==> src/rtl/pipe_stage_skid.sv <==
// pipe_stage_skid: inter-stage pipeline register with a one-entry skid buffer.
// in_ready is a flop, so it never combinationally depends on out_ready.
// The stage also inserts bubbles (control zeroed when invalid), supports flush,
// and provides a destination-register hazard compare.
// Optional feature macro: PIPE_STATS_EN adds saturating stall/bubble counters.
//
// Handshake: a transfer happens on a rising edge where valid and ready are both 1.
// Once out_valid rises, out_data/out_ctrl/out_dst hold steady until out_ready
// accepts the entry. in_ready is taken as an offer for the current cycle and does
// not depend on in_valid.
module pipe_stage_skid #(
   parameter int DATA_W = 32,
   parameter int CTRL_W = 10,
   parameter int REG_W  = 3,
   parameter int WR_BIT = 0
) (
   input  logic              clk,
   input  logic              rst,
   input  logic              flush,
   input  logic              in_valid,
   output logic              in_ready,
   input  logic [DATA_W-1:0] in_data,
   input  logic [CTRL_W-1:0] in_ctrl,
   input  logic [REG_W-1:0]  in_dst,
   output logic              out_valid,
   input  logic              out_ready,
   output logic [DATA_W-1:0] out_data,
   output logic [CTRL_W-1:0] out_ctrl,
   output logic [REG_W-1:0]  out_dst,
   input  logic [REG_W-1:0]  chk_rs,
   input  logic [REG_W-1:0]  chk_rt,
   output logic              hit_rs,
   output logic              hit_rt,
   output logic [15:0]       stall_cnt,
   output logic [15:0]       bubble_cnt,
   output logic [1:0]        dbg_state
);

   typedef enum logic [1:0] {
      ST_EMPTY = 2'd0,
      ST_FULL  = 2'd1,
      ST_SKID  = 2'd2
   } state_t;

   state_t            r_state;
   state_t            w_next_state;
   logic              r_in_ready;
   logic [DATA_W-1:0] r_main_data;
   logic [CTRL_W-1:0] r_main_ctrl;
   logic [REG_W-1:0]  r_main_dst;
   logic [DATA_W-1:0] r_skid_data;
   logic [CTRL_W-1:0] r_skid_ctrl;
   logic [REG_W-1:0]  r_skid_dst;

   logic w_xfer_in;
   logic w_xfer_out;
   logic w_out_valid;
   logic w_load_main_in;
   logic w_load_main_skid;
   logic w_load_skid;

   assign w_xfer_in   = in_valid & r_in_ready;
   assign w_out_valid = (r_state != ST_EMPTY);
   assign w_xfer_out  = w_out_valid & out_ready;

   // State register; in_ready is precomputed from the next state so it is a flop
   always_ff @(posedge clk) begin
      if (rst) begin
         r_state    <= ST_EMPTY;
         r_in_ready <= 1'b1;
      end else begin
         r_state    <= w_next_state;
         r_in_ready <= (w_next_state != ST_SKID);
      end
   end

   // Next-state logic; flush overrides every handshake outcome
   always_comb begin
      w_next_state = r_state;
      case (r_state)
         ST_EMPTY: if (w_xfer_in) w_next_state = ST_FULL;
         ST_FULL: begin
            if (w_xfer_in && !w_xfer_out)      w_next_state = ST_SKID;
            else if (!w_xfer_in && w_xfer_out) w_next_state = ST_EMPTY;
         end
         ST_SKID:  if (w_xfer_out) w_next_state = ST_FULL;
         default:  w_next_state = ST_EMPTY;
      endcase
      if (flush) w_next_state = ST_EMPTY;
   end

   // Datapath load enables per state; flush drops the concurrent input
   always_comb begin
      w_load_main_in   = 1'b0;
      w_load_main_skid = 1'b0;
      w_load_skid      = 1'b0;
      if (!flush) begin
         case (r_state)
            ST_EMPTY: w_load_main_in = w_xfer_in;
            ST_FULL: begin
               w_load_main_in = w_xfer_in & w_xfer_out;
               w_load_skid    = w_xfer_in & ~w_xfer_out;
            end
            ST_SKID:  w_load_main_skid = w_xfer_out;
            default: ;
         endcase
      end
   end

   // Main entry: filled from the input, or from the skid slot when it drains
   always_ff @(posedge clk) begin
      if (rst) begin
         r_main_data <= '0;
         r_main_ctrl <= '0;
         r_main_dst  <= '0;
      end else if (w_load_main_in) begin
         r_main_data <= in_data;
         r_main_ctrl <= in_ctrl;
         r_main_dst  <= in_dst;
      end else if (w_load_main_skid) begin
         r_main_data <= r_skid_data;
         r_main_ctrl <= r_skid_ctrl;
         r_main_dst  <= r_skid_dst;
      end
   end

   // Skid entry: catches the input accepted while main is stalled downstream
   always_ff @(posedge clk) begin
      if (rst) begin
         r_skid_data <= '0;
         r_skid_ctrl <= '0;
         r_skid_dst  <= '0;
      end else if (w_load_skid) begin
         r_skid_data <= in_data;
         r_skid_ctrl <= in_ctrl;
         r_skid_dst  <= in_dst;
      end
   end

   assign in_ready  = r_in_ready;
   assign out_valid = w_out_valid;
   assign out_data  = r_main_data;
   assign out_ctrl  = w_out_valid ? r_main_ctrl : '0;
   assign out_dst   = r_main_dst;
   assign dbg_state = r_state;

   // out_ctrl is already zero for a bubble, so a stale out_dst cannot raise a hit
   assign hit_rs = w_out_valid & out_ctrl[WR_BIT] & (r_main_dst == chk_rs);
   assign hit_rt = w_out_valid & out_ctrl[WR_BIT] & (r_main_dst == chk_rt);

`ifdef PIPE_STATS_EN
   logic [15:0] r_stall_cnt;
   logic [15:0] r_bubble_cnt;

   // Saturating stats counters; only reset clears them, flush leaves them alone
   always_ff @(posedge clk) begin
      if (rst) begin
         r_stall_cnt  <= 16'h0000;
         r_bubble_cnt <= 16'h0000;
      end else begin
         if (w_out_valid && !out_ready && r_stall_cnt != 16'hFFFF)
            r_stall_cnt <= r_stall_cnt + 16'h0001;
         if (!w_out_valid && r_bubble_cnt != 16'hFFFF)
            r_bubble_cnt <= r_bubble_cnt + 16'h0001;
      end
   end

   assign stall_cnt  = r_stall_cnt;
   assign bubble_cnt = r_bubble_cnt;
`else
   assign stall_cnt  = 16'h0000;
   assign bubble_cnt = 16'h0000;
`endif

endmodule
==> config.mk <==
export PLATFORM = sky130hd
export DESIGN_NAME = pipe_stage_skid
export DESIGN_NICKNAME = d
export VERILOG_FILES = /design/src/rtl/pipe_stage_skid.sv
export SDC_FILE = /design/constraint.sdc
export NUM_CORES = 1
export LEC_CHECK = 0
export ABC_AREA = 1
export BUFFER_PORTS_ARGS = -buffer_cell sky130_fd_sc_hd__buf_2
export CAP_MARGIN = 5
export CORE_ASPECT_RATIO = 0.75
export CORE_MARGIN = 2
export CORE_UTILIZATION = 48
export DETAILED_ROUTE_END_ITERATION = 8
export PLACE_DENSITY = 0.77
export SETUP_SLACK_MARGIN = 0.02
export SLEW_MARGIN = 20
export SYNTH_ARGS = -nofsm -noshare
export SYNTH_HDL_FRONTEND = slang
export SYNTH_SLANG_ARGS = --single-unit
==> constraint.sdc <==
create_clock -name clk -period 1.3 [get_ports clk]
set_input_delay 0.26 -clock clk [delete_from_list [all_inputs] [get_ports clk]]
set_output_delay 0.26 -clock clk [all_outputs]
set_load 0.1 [all_outputs]
Yosys cells after proc, flatten, opt, wreduce, memory -nomap -nowiden
Index checks and enable logic that the tools add are counted.
- register bits: 93
- output and inout bits: 83
- logic and storage cells: 47
- equal/unequal tests: 5
- muxes and demuxes: 19
- reduce and logical (&&, ||, !) cells: 7
- bitwise operators: 8
- operators with widths (operator ; count):
    $mux 32 ; 2
    $mux 10 ; 3
    $mux 2 ; 5
    $and 1x1->1 ; 7
    $eq 3x3->1 ; 2
    $mux 3 ; 2
    $pmux 2 s3 ; 1
    $mux 1 ; 5
    $reduce_bool 2->1 ; 2
    $eq 2x1->1 const B ; 1
    $eq 2x2->1 const B ; 1
    $logic_and 1x1->1 ; 2
    $logic_not 1->1 ; 2
    $logic_not 2->1 ; 1
    $ne 2x2->1 const B ; 1
    $pmux 1 s2 ; 1
    $not 1->1 ; 1

Logic depth before layout (Yosys ltp)
- word-level depth: 8
- depth in mapped cells: 9
- gate-level depth less buffers: 7

Worst setup path before layout
No wires, ideal clock.
- path kind: register to output
- start: register r_state[1], in the netlist dbg_state[1]
- end: output port hit_rs
- data arrival time: 4.278 ns
- stages on the path, launching flop included: 5
- path buffers: 0
- slack: -3.238 ns
- data required time: 1.040 ns
- cell sequence: dfxtp_1 -> nor2_2 -> inv_1 -> nand2_1 -> nor3_1
- word-level cells in the longest chain between the ends: 4
- RTL lines (element ; line ; text):
    start: declaration ; 45 ; state_t r_state;
    start signal: assignment ; 72 ; r_state <= w_next_state;
    $reduce_bool 2->1 * ; 63 ; assign w_out_valid = (r_state != ST_EMPTY);
    net out_valid ; 25 ; output logic out_valid,
    $mux 10 ; 143 ; assign out_ctrl = w_out_valid ? r_main_ctrl : '0;
    $and 1x1->1 * (2 in a row) ; 148 ; assign hit_rs = w_out_valid & out_ctrl[WR_BIT] & (r_main_dst == chk_rs);
    end: declaration ; 32 ; output logic hit_rs,
Mark *: on every way through the listed nets, which the timed path passes. The rest lies on a longest branch.

Worst setup path in the final report
- start: register r_state[0], in the netlist dbg_state[0]
- end: output port hit_rt
- word-level cells in the longest chain between the ends: 4
- RTL lines (element ; line ; text):
    $reduce_bool 2->1 * ; 63 ;
    $mux 10 ; 143 ;
    $and 1x1->1 * (2 in a row) ; 149 ; assign hit_rt = w_out_valid & out_ctrl[WR_BIT] & (r_main_dst == chk_rt);
    end: declaration ; 33 ; output logic hit_rt,
Every way passes the cells marked *; elsewhere a longest branch is shown, timed or not.

==> out/qor.tcl <==
set qor(failed_checks) {negative setup slack}
set qor(mostFrequentLayoutCell) {sky130_fd_sc_hd__nand2_1}
set qor(power_mw) 8.82
set qor(io_pins) 139
set qor(kind_of_end_point_of_the_critical_path) {primary output}
set qor(final_cells) 1025
set qor(synth-seq-area-share) 0.373
set qor(period_share) 1.37
set qor(filler_cell_count) 507
set qor(routed-via-count) 5991
set qor(tritoncts) {done}
set qor(cp_launch_type) {register}
set qor(clock_tree.root_cell) {sky130_fd_sc_hd__clkbuf_16}
set qor(clock_insertion_delay_worst_skew_ps) 370
set qor(core.rowCount) 32
set qor(postLayoutCellArea_um2) 8460
set qor(drtIter0Drc) 758
set qor(globalRouteOverflowTotal) 0
set qor(drive_gt1_frac) 0.453
set qor(timing.critical_path.fanout_max) 3
set qor(maxClockFrequency_mhz) 563
set qor(syn-mean-instance-area_um2) 6.83
set qor(place.detailed.hpwl_um) 9040
set qor(grt_first_pass_wirelength_um) 25800
set qor(yosysWarningCount) 0
set qor(synthToLayoutAreaGrowth_pct) 69.6
set qor(worst_reg2reg_path_depth) 11
set qor(number_of_hold_slack_violations_in_the_final_timing_report) 0
set qor(post-place-cells) 959
set qor(worst_setup_path_endpoint) {hit_rt}
set qor(drt-vias-per-instance) 5.84
set qor(place_ws_ps) -81.0
set qor(nets) 939
set qor(number_of_antenna_violations_at_the_first_check_in_global_routing) 2
set qor(synth.lib_cells_used.distinct) 25
set qor(finalMaxSlewViolations) 0
set qor(global_route.usage.total) 0.292
set qor(die_x_um) 122
set qor(power.density_nw_per_um2) 1040
set qor(grt_pass1_vias) 5032
set qor(cp.arrival_ps) 1520
set qor(min_period_ps) 1780
set qor(fin_hold_ws_ps) 147
set qor(multi_input_area_um2) 3110
set qor(synthesis.instances) 730
set qor(cts-htree-levels) 3
set qor(initial_core_util) 0.488
set qor(timing.critical_path.from) {dbg_state[0]}
set qor(placeableCoreArea_um2) 10200
set qor(buffer_ports.inserted) 106
set qor(drc_violations_left) 0
set qor(power.static_leakage_nw) 3.85
set qor(cts_num_sinks) 93
set qor(class_of_the_most_critical_setup_path) {reg -> out}
set qor(cts_inserted_buffers) 9
set qor(clockBufferDepth) 2
set qor(postRouteWirelength_um) 21000
set qor(worst_clock_skew_ps) 14.5
set qor(setup.reg_to_reg.worst_slack_ps) -400
set qor(die-height_um) 92.3
set qor(vdd_drop_max_mv) 0.713
set qor(postLayoutSetupSlackWorst_ps) -476
set qor(finalSetupTns_ps) -30700
set qor(register_bit_count_reported_by_yosys) 93
set qor(holdCritPathClass) {in -> reg}
set qor(regArea_um2) 1880
set qor(grt_start_max_net_pins) 36
set qor(gp_routability_congestion) 0.880
set qor(antenna_violating_nets_post_route) 0
set qor(post_dp_cell_area_um2) 6620
set qor(required_ps) 1040
set qor(cap_viol_max_count) 0
set qor(die_area_um2) 11200
set qor(detail_route.first_pass.iterations) 5
set qor(status) {finished, violations left}
set qor(synthesis.area_um2) 4990
set qor(postLayoutCoreUtil) 0.828
set qor(worstReg2RegEnd) {out_data[21]}
set qor(setup_viol) 108
set qor(clkSlewWorstSetupHoldPaths_ps) 80
set qor(worst_r2r_startpoint) {dbg_state[0]}
set qor(grt_setup_unrepaired) {true}
set qor(wl_per_cell_um) 20.5
set qor(cts_hold_repair.buffers) 0
set qor(layout.cells.most_common_list) {sky130_fd_sc_hd__nand2_1 (101), sky130_fd_sc_hd__nor2_1 (100), sky130_fd_sc_hd__dfxtp_1 (87)}
-- sequential cells by signal, indices dropped and copies added, names as in the netlist --
signal       cells
out_dst          3
in_ready         1
dbg_state        2
r_skid_dst       3
r_skid_data     32
out_data        32
r_main_ctrl     10
r_skid_ctrl     10
-- cells by family (layout without fill, tap and decap cells) --
kind of cell / Yosys count / count (layout) / synth area share
flops: 93 / 93 / 0.373
xor+xnor: 6 / 6 / 0.0105
other cells: 1 / 33 / 0.000752
simple gates: 433 / 434 / 0.420
compound gates: 48 / 48 / 0.0482
buf+inv: 149 / 275 / 0.147
-- cell type report --
class / instances / area share
flip-flops and latches: 93 / 0.222
clock inverters: 7 / 0.0115
inverters: 65 / 0.0312
well taps: 136 / 0.0201
multi-input cells: 520 / 0.368
clock buffers: 9 / 0.0266
diodes: 1 / 0.000296
repair buffers: 194 / 0.320
-- metal layers --
layer / up-vias / routed length (um) / share of wire / global-route usage
li1: 2582 / - / - / -
met1: 2782 / 7650 / 0.36 / 0.374
met2: 492 / 10000 / 0.48 / 0.480
met3: 133 / 2140 / 0.10 / 0.0678
met4: 2 / 1190 / 0.057 / 0.107
met5: - / 15 / 0.00071 / 0
-- power by group --
group	switching (mW)	leakage, nW	internal [mW]
Sequential	0.107	0.760	2.96
Combinational	1.85	2.94	0.933
Clock	1.27	0.152	1.70
-- worst max-delay path, stage by stage (launching register included) --
cell and delay [ps]:
sky130_fd_sc_hd__dfxtp_4 360, sky130_fd_sc_hd__nor2_4 160, sky130_fd_sc_hd__clkinvlp_4 160, sky130_fd_sc_hd__nand2_4 110, sky130_fd_sc_hd__buf_4 120, sky130_fd_sc_hd__nor3_4 40
sky130_fd_sc_hd__buf_12 170
-- repair_timing --
item,CTS,global route
pin swaps,14,66
gates resized for setup,73,219
setup buffers,17,19
gates cloned,13,8
setup endpoints to repair,70,108
-- how the worst min path moves through the flow --
stage                         startpoint              end  slack, ps  cells after the start
after CTS                            rst   r_main_ctrl[4]        140                      2
after global placement    r_skid_data[8]   r_skid_data[8]        450                      2
after floorplan                      rst     dbg_state[0]        320                      1
final                        in_data[16]  r_skid_data[16]        150                      3
after detailed placement  r_skid_ctrl[7]   r_skid_ctrl[7]        460                      2
after global routing                 rst     dbg_state[0]        140                      2
-- synthesized netlist by cell type --
| cell | instances | area share |
|---|---|---|
| sky130_fd_sc_hd__nor2_1 | 144 | 0.11 |
| sky130_fd_sc_hd__nand2_1 | 142 | 0.11 |
| sky130_fd_sc_hd__conb_1 | 1 | 0.00075 |
| sky130_fd_sc_hd__inv_2 | 42 | 0.032 |
| sky130_fd_sc_hd__a21oi_1 | 2 | 0.0020 |
| sky130_fd_sc_hd__buf_6 | 1 | 0.0023 |
| sky130_fd_sc_hd__nor2_2 | 3 | 0.0038 |
| sky130_fd_sc_hd__o21ai_1 | 1 | 0.0010 |
| sky130_fd_sc_hd__buf_4 | 39 | 0.059 |
| sky130_fd_sc_hd__nor3_1 | 2 | 0.0020 |
| sky130_fd_sc_hd__nand4_1 | 46 | 0.058 |
| sky130_fd_sc_hd__nand3_2 | 2 | 0.0040 |
| sky130_fd_sc_hd__nand2_2 | 1 | 0.0013 |
| sky130_fd_sc_hd__buf_1 | 6 | 0.0045 |
| sky130_fd_sc_hd__nand3b_1 | 80 | 0.12 |
| sky130_fd_sc_hd__clkinv_1 | 7 | 0.0053 |
| sky130_fd_sc_hd__clkbuf_1 | 22 | 0.017 |
| sky130_fd_sc_hd__nor2_4 | 2 | 0.0045 |
| sky130_fd_sc_hd__inv_1 | 16 | 0.012 |
| sky130_fd_sc_hd__o21ai_0 | 45 | 0.045 |
| sky130_fd_sc_hd__xor2_1 | 2 | 0.0035 |
| sky130_fd_sc_hd__dfxtp_1 | 93 | 0.37 |
| sky130_fd_sc_hd__buf_2 | 16 | 0.016 |
| sky130_fd_sc_hd__xnor2_1 | 4 | 0.0070 |
| sky130_fd_sc_hd__nand3_1 | 11 | 0.011 |
(Power assumes the default switching activity.)
